===== src/rtl/rv32i_pkg.sv =====
// Shared encodings for the rv32i core: opcodes, funct3/funct7 codes, ALU operations.
// Also holds the default LED address and the funct3-to-ALU-op helper.
package rv32i_pkg;

   localparam logic [6:0] OPC_LUI    = 7'b0110111;
   localparam logic [6:0] OPC_AUIPC  = 7'b0010111;
   localparam logic [6:0] OPC_JAL    = 7'b1101111;
   localparam logic [6:0] OPC_JALR   = 7'b1100111;
   localparam logic [6:0] OPC_BRANCH = 7'b1100011;
   localparam logic [6:0] OPC_LOAD   = 7'b0000011;
   localparam logic [6:0] OPC_STORE  = 7'b0100011;
   localparam logic [6:0] OPC_OPIMM  = 7'b0010011;
   localparam logic [6:0] OPC_OP     = 7'b0110011;

   localparam logic [2:0] F3_BEQ  = 3'b000;
   localparam logic [2:0] F3_BNE  = 3'b001;
   localparam logic [2:0] F3_BLT  = 3'b100;
   localparam logic [2:0] F3_BGE  = 3'b101;
   localparam logic [2:0] F3_BLTU = 3'b110;
   localparam logic [2:0] F3_BGEU = 3'b111;

   localparam logic [2:0] F3_ADD  = 3'b000;
   localparam logic [2:0] F3_SLL  = 3'b001;
   localparam logic [2:0] F3_SLT  = 3'b010;
   localparam logic [2:0] F3_SLTU = 3'b011;
   localparam logic [2:0] F3_XOR  = 3'b100;
   localparam logic [2:0] F3_SR   = 3'b101;
   localparam logic [2:0] F3_OR   = 3'b110;
   localparam logic [2:0] F3_W    = 3'b010;

   localparam logic [6:0] F7_BASE   = 7'b0000000;
   localparam logic [6:0] F7_ALT    = 7'b0100000;
   localparam logic [6:0] F7_MULDIV = 7'b0000001;

   localparam logic [31:0] LED_ADDR_DEFAULT = 32'h0000_2000;

   typedef enum logic [3:0] {
      AluAdd, AluSub, AluSll, AluSlt, AluSltu, AluXor, AluSrl, AluSra, AluOr, AluAnd, AluMul
   } alu_op_e;

   // alt selects SUB for funct3=000 and SRA for funct3=101
   function automatic alu_op_e alu_op_from_f3(input logic [2:0] f3, input logic alt);
      case (f3)
         F3_ADD:  return alt ? AluSub : AluAdd;
         F3_SLL:  return AluSll;
         F3_SLT:  return AluSlt;
         F3_SLTU: return AluSltu;
         F3_XOR:  return AluXor;
         F3_SR:   return alt ? AluSra : AluSrl;
         F3_OR:   return AluOr;
         default: return AluAnd;
      endcase
   endfunction

endpackage


===== src/rtl/rv32i_alu.sv =====
// Combinational ALU with branch compare flags for the rv32i core.
// AluMul is only implemented when RV32_MUL_EN is defined.
module rv32i_alu
   import rv32i_pkg::*;
(
   input  logic [31:0] a_i,
   input  logic [31:0] b_i,
   input  alu_op_e     alu_op_i,
   output logic [31:0] result_o,
   output logic        eq_o,
   output logic        lt_o,
   output logic        ltu_o
);

   assign eq_o  = (a_i == b_i);
   assign lt_o  = ($signed(a_i) < $signed(b_i));
   assign ltu_o = (a_i < b_i);

   always_comb begin
      result_o = '0;
      case (alu_op_i)
         AluAdd:  result_o = a_i + b_i;
         AluSub:  result_o = a_i - b_i;
         AluSll:  result_o = a_i << b_i[4:0];
         AluSlt:  result_o = {31'd0, lt_o};
         AluSltu: result_o = {31'd0, ltu_o};
         AluXor:  result_o = a_i ^ b_i;
         AluSrl:  result_o = a_i >> b_i[4:0];
         AluSra:  result_o = $signed(a_i) >>> b_i[4:0];
         AluOr:   result_o = a_i | b_i;
         AluAnd:  result_o = a_i & b_i;
`ifdef RV32_MUL_EN
         AluMul:  result_o = a_i * b_i;
`endif
         default: result_o = '0;
      endcase
   end

endmodule


===== src/rtl/rv32i_cpu_core.sv =====
// Single-cycle RV32I core: PC, register file and decoder; the ALU is a sub-module.
// Define RV32_MUL_EN to decode MUL; otherwise that encoding executes as a NOP.
module rv32i_cpu_core
   import rv32i_pkg::*;
#(
   parameter logic [31:0] RESET_PC = 32'h0000_0000,
   parameter logic [31:0] LED_ADDR = LED_ADDR_DEFAULT
) (
   input  logic        clk,
   input  logic        reset,
   output logic [7:0]  led,
   output logic [31:0] inst_mem_in,
   input  logic [31:0] inst_mem_out,
   input  logic [31:0] data_mem_out,
   output logic [31:0] data_mem_addr,
   output logic [31:0] data_mem_WrData,
   output logic        data_mem_memwrite,
   output logic        data_mem_memread
);

   logic [31:0] pc_q, pc_d, pc_next, pc_plus4;
   logic [7:0]  led_q, led_d;
   logic [31:0] rf_q [32];
   logic [31:0] rf_d [32];

   logic [6:0]  opcode, funct7;
   logic [4:0]  rd, rs1, rs2;
   logic [2:0]  funct3;
   logic [31:0] imm_i, imm_s, imm_b, imm_u, imm_j;
   logic [31:0] rs1_val, rs2_val, alu_b, alu_res, wb_data;
   alu_op_e     alu_op;
   logic        alu_eq, alu_lt, alu_ltu;
   logic        rd_we, mem_rd, mem_wr, br_take;

   assign opcode = inst_mem_out[6:0];
   assign rd     = inst_mem_out[11:7];
   assign funct3 = inst_mem_out[14:12];
   assign rs1    = inst_mem_out[19:15];
   assign rs2    = inst_mem_out[24:20];
   assign funct7 = inst_mem_out[31:25];

   assign imm_i = {{20{inst_mem_out[31]}}, inst_mem_out[31:20]};
   assign imm_s = {{20{inst_mem_out[31]}}, inst_mem_out[31:25], inst_mem_out[11:7]};
   assign imm_b = {{19{inst_mem_out[31]}}, inst_mem_out[31], inst_mem_out[7],
                   inst_mem_out[30:25], inst_mem_out[11:8], 1'b0};
   assign imm_u = {inst_mem_out[31:12], 12'd0};
   assign imm_j = {{11{inst_mem_out[31]}}, inst_mem_out[31], inst_mem_out[19:12],
                   inst_mem_out[20], inst_mem_out[30:21], 1'b0};

   assign rs1_val  = (rs1 == 5'd0) ? 32'd0 : rf_q[rs1];
   assign rs2_val  = (rs2 == 5'd0) ? 32'd0 : rf_q[rs2];
   assign pc_plus4 = pc_q + 32'd4;

   // ALU operand/op select; kept apart from writeback so the ALU sits between two blocks
   always_comb begin
      alu_b  = imm_i;
      alu_op = AluAdd;
      case (opcode)
         OPC_BRANCH: alu_b = rs2_val;
         OPC_STORE:  alu_b = imm_s;
         OPC_OPIMM:  alu_op = alu_op_from_f3(funct3, (funct3 == F3_SR) && (funct7 == F7_ALT));
         OPC_OP: begin
            alu_b  = rs2_val;
            alu_op = (funct7 == F7_MULDIV) ? AluMul : alu_op_from_f3(funct3, funct7 == F7_ALT);
         end
         default: ;
      endcase
   end

   rv32i_alu u_alu (
      .a_i      (rs1_val),
      .b_i      (alu_b),
      .alu_op_i (alu_op),
      .result_o (alu_res),
      .eq_o     (alu_eq),
      .lt_o     (alu_lt),
      .ltu_o    (alu_ltu)
   );

   always_comb begin
      rd_we   = 1'b0;
      wb_data = alu_res;
      mem_rd  = 1'b0;
      mem_wr  = 1'b0;
      br_take = 1'b0;
      pc_next = pc_plus4;
      case (opcode)
         OPC_LUI: begin
            rd_we   = 1'b1;
            wb_data = imm_u;
         end
         OPC_AUIPC: begin
            rd_we   = 1'b1;
            wb_data = pc_q + imm_u;
         end
         OPC_JAL: begin
            rd_we   = 1'b1;
            wb_data = pc_plus4;
            pc_next = pc_q + imm_j;
         end
         OPC_JALR: if (funct3 == 3'b000) begin
            rd_we   = 1'b1;
            wb_data = pc_plus4;
            pc_next = alu_res & ~32'd1;
         end
         OPC_BRANCH: begin
            case (funct3)
               F3_BEQ:  br_take = alu_eq;
               F3_BNE:  br_take = !alu_eq;
               F3_BLT:  br_take = alu_lt;
               F3_BGE:  br_take = !alu_lt;
               F3_BLTU: br_take = alu_ltu;
               F3_BGEU: br_take = !alu_ltu;
               default: br_take = 1'b0;
            endcase
            if (br_take) pc_next = pc_q + imm_b;
         end
         // Byte/half accesses are not supported and fall through as NOPs
         OPC_LOAD: if (funct3 == F3_W) begin
            mem_rd  = 1'b1;
            rd_we   = 1'b1;
            wb_data = data_mem_out;
         end
         OPC_STORE: mem_wr = (funct3 == F3_W);
         OPC_OPIMM: begin
            if (funct3 == F3_SLL)     rd_we = (funct7 == F7_BASE);
            else if (funct3 == F3_SR) rd_we = (funct7 == F7_BASE) || (funct7 == F7_ALT);
            else                      rd_we = 1'b1;
         end
         OPC_OP: begin
            if (funct7 == F7_BASE)     rd_we = 1'b1;
            else if (funct7 == F7_ALT) rd_we = (funct3 == F3_ADD) || (funct3 == F3_SR);
`ifdef RV32_MUL_EN
            else if (funct7 == F7_MULDIV) rd_we = (funct3 == F3_ADD);
`endif
         end
         default: ;
      endcase
   end

   // Targets are forced word aligned, which also covers the JALR bit-0 clear
   assign pc_d = pc_next & ~32'd3;

   always_comb begin
      led_d = led_q;
      if (mem_wr && (alu_res == LED_ADDR)) led_d = rs2_val[7:0];
   end

   always_comb begin
      rf_d = rf_q;
      if (rd_we && (rd != 5'd0)) rf_d[rd] = wb_data;
   end

   always_ff @(posedge clk) begin
      if (reset) begin
         pc_q  <= RESET_PC;
         led_q <= '0;
         rf_q  <= '{default: '0};
      end else begin
         pc_q  <= pc_d;
         led_q <= led_d;
         rf_q  <= rf_d;
      end
   end

   assign led               = led_q;
   assign inst_mem_in       = pc_q;
   assign data_mem_addr     = alu_res;
   assign data_mem_WrData   = rs2_val;
   assign data_mem_memwrite = mem_wr & ~reset;
   assign data_mem_memread  = mem_rd;

endmodule


===== config.mk =====
export PLATFORM = sky130hd
export DESIGN_NAME = rv32i_cpu_core
export DESIGN_NICKNAME = d
export VERILOG_FILES = /design/src/rtl/rv32i_pkg.sv /design/src/rtl/rv32i_alu.sv /design/src/rtl/rv32i_cpu_core.sv
export SDC_FILE = /design/constraint.sdc
export NUM_CORES = 2
export LEC_CHECK = 0
export CORE_AREA = 2 2 476 478
export DETAILED_ROUTE_END_ITERATION = 12
export DIE_AREA = 0 0 478 480
export PLACE_DENSITY_LB_ADDON = 0.2
export REMOVE_ABC_BUFFERS = 1
export SLEW_MARGIN = 30
export SYNTH_ARGS = -nofsm -noshare
export SYNTH_HDL_FRONTEND = slang
export SYNTH_SLANG_ARGS = --single-unit

===== constraint.sdc =====
create_clock -name clk -period 12.8 [get_ports clk]
set_input_delay 2.56 -clock clk [delete_from_list [all_inputs] [get_ports clk]]
set_output_delay 2.56 -clock clk [all_outputs]
set_load 0.02 [all_outputs]

==> qor.yml <==
postSynthAreaPerCell_um2: 8.99
antenna_found_initial: 16
grt_pass1_vias: 60600
cts_sinks: 1062
grt_pass1_wl_mm: 484
cts_made_buffers: 130
final_design_area_no_fill_um2: 77400
final_common_cell: "nor2_1"
fillers: 22900
via_per_inst: 6.10
seq_power_share: 0.355
max_stage_delay_ps: 680
crit_slowest_cell: "a211oi_1"
cp.depth: 20
clock.fmax_ghz: 0.0796
p_sw_frac: 0.342
status: "finished clean"
min_period_over_period: 0.981
antenna_left: 0
dr.pass1.iters: 9
grt_max_degree: 205
p_int_mw: 6.17
globalplace.congestion: 1.04
maxSlewViolCount: 0
hold_ws_ps: 477
post_cts_buffers: 0
initial_core_util: 0.299
cp_max_fo: 42
power.density_nw_per_um2: 121
finalPower_mw: 9.38
drive_above_1_share: 0.158
ys_ff_latch: 1062
area_growth_pct: 15.4
place_ws_ps: 242
wl_per_cell_um: 33.0
cts-resized-gates: 0
synthDistinctLibCells: 107
end_kind: "output pin"
clk_latency_ps: 830
cts_buffer_depth: 3
htree_levels: 4
ys_seq_area_frac: 0.317
cap_viol_max_count: 0
tns_ps: 0
ios: 172
ir_drop_mv: 0.118
cp_common_cell: "mux4_2"
finalHoldViolCount: 0
p_clk_frac: 0.408
syn-cell-area_um2: 67000
die_area_um2: 229000
dp_hpwl_mm: 245
fin_crit_ps: 12560
core_um2: 224000
cp_cell_sequence: "buf_8 > mux4_2 > mux4_2 > mux2i_1 > nor2_1 > mux2_2 > ha_1 > o211ai_1 > a22o_1 > or3_1 > a31oi_1 > o2111ai_1 > a21boi_0 > o21ai_0 > a21oi_1 > a41oi_1 > o211a_1 > a211oi_1 > inv_1 > clkdlybuf4s50_1"
cts.clk_slew.worst_paths_ps: 60
wirelength_mm: 345
rows: 174
arrival_ps: 10000
synth_edf_count: 0
crit_buf_inv: 3
synth_cells: 7457
post-route-drc-count: 0
p_leak_nw: 26.2
fin_util: 0.345
ys_async_sr_fraction: 0
fin_ws_ps: 242
setup_viol: 0
layout.cells.non_filler: 10500
p_sw_mw: 3.20
num_vias: 63800
hold_buffers: 0
cpLargestDelayFamily: "compound AO/OA/AOI/OAI gates"
drt_iter0_markers: 7821
placed_cells: 10200
crit_type: "primary input to output pin"
relSlewSlack: 0.294
p_comb_frac: 0.237
synth_flop_cell: "dfxtp_1"
hold_class: "flip-flop to flip-flop"
finClkSkew_ps: 54.9
worstHoldPathCells: 2
cts_tree: "built"
worst_pin_slew_ps: 1060
grt-ovfl-total: 0
required_ps: 10240
track_usage: 0.291
rsz0062_at_grt: "false"
portBuffers: 169
cts_root_buf: "clkbuf_16"
die_w_um: 478
final_cell_mix: "nor2_1, dfxtp_1, a211oi_1"
die_y_um: 480
synth.yosys.warnings: 0
startpoint_type: "primary input"
place_area_um2: 73000
rr_worst_depth: 25
nNetsFinal: 7584
-- cells in the mapped netlist, drive strengths merged (11+ instances only) --
| library cell | count | area (µm²) |
|---|---|---|
| nand2b | 45 | 282 |
| nand4 | 32 | 200 |
| xor2 | 39 | 342 |
| or2 | 16 | 103 |
| o211a | 11 | 110 |
| a31oi | 49 | 307 |
| a21oi | 243 | 1220 |
| and3 | 44 | 280 |
| nand3 | 110 | 551 |
| a2bb2oi | 11 | 96.3 |
| nand2 | 314 | 1180 |
| a221oi | 49 | 429 |
| o21ai | 172 | 865 |
| nor2 | 1338 | 5020 |
| inv | 126 | 475 |
| buf | 181 | 1120 |
| clkbuf | 589 | 2210 |
| a211oi | 1057 | 7960 |
| or4 | 16 | 124 |
| mux4 | 417 | 9390 |
| o31ai | 37 | 315 |
| o221ai | 35 | 307 |
| a22oi | 143 | 1070 |
| a211o | 22 | 193 |
| a21o | 59 | 443 |
| xnor2 | 68 | 596 |
| nor4 | 28 | 228 |
| a221o | 11 | 110 |
| a22o | 29 | 254 |
| o22ai | 42 | 263 |
| o211ai | 45 | 338 |
| nor2b | 60 | 375 |
| o21bai | 33 | 248 |
| a222oi | 27 | 270 |
| and2 | 18 | 113 |
| or3 | 33 | 206 |
| ha | 153 | 1910 |
| o2111ai | 15 | 131 |
| nor3 | 123 | 636 |
| o32ai | 16 | 174 |
| mux2i | 367 | 3670 |
| dfxtp | 1062 | 21300 |
| mux2 | 19 | 214 |
-- routing by layer --
layer  track usage  up-vias  share of wire
li1              -    28100              -
met1         0.393    32000           0.43
met2         0.457     3080           0.45
met3        0.0452      660          0.073
met4         0.133       14          0.051
met5             0        -        0.00023
-- path summary, 6_finish.rpt --
path                                  startpoint           endpoint  slack, ps
worst max-delay path            inst_mem_out[20]  data_mem_addr[28]        240
worst min-delay path                      led[3]             led[3]        480
worst max register to register         rf_q[775]             led[5]       4470
worst min register to register            led[3]             led[3]        480
-- sequential cells by signal, indices dropped and copies added, names as in the netlist --
name	flops
rf_q	1024
led	8
inst_mem_in	30
-- area by class of cell --
type	count	area, µm²	area share
Timing Repair Buffer	540	4860	0.0628
Antenna cell	7	17.5	0.000226
Tap cell	2992	3740	0.0484
Clock buffer	194	3780	0.0488
Sequential cell	1062	21300	0.275
Inverter	127	484	0.00626
Multi-Input combinational cell	5499	42700	0.551
Clock inverter	38	568	0.00734
-- cells by family (layout without fill, tap and decap cells) --
kind of cell / Yosys count / count (layout) / share of synthesized area
simple gates: 2228 / 2228 / 0.146
flops: 1062 / 1062 / 0.317
mux: 803 / 803 / 0.198
fa+ha+maj: 158 / 158 / 0.0300
other cells: 1 / 9 / 0.0000559
buf+inv: 897 / 899 / 0.0569
compound gates: 2201 / 2201 / 0.238
xor+xnor: 107 / 107 / 0.0140
-- power groups by stage --
stage	logic (mW)	clock network, mW	registers [mW]
finish	2.23	3.82	3.33
global route	2.29	4.01	3.33
CTS	2.16	3.87	3.33
detailed placement	2.16	0	3.40
global placement	2.15	0	3.40
floorplan	0.953	0	3.40
-- tightest hold or removal path: stages (launching register included) --
cell and delay [ps]:
dfxtp_1 310, nand2b_1 60, mux2i_1 50
(Power assumes the default switching activity.)
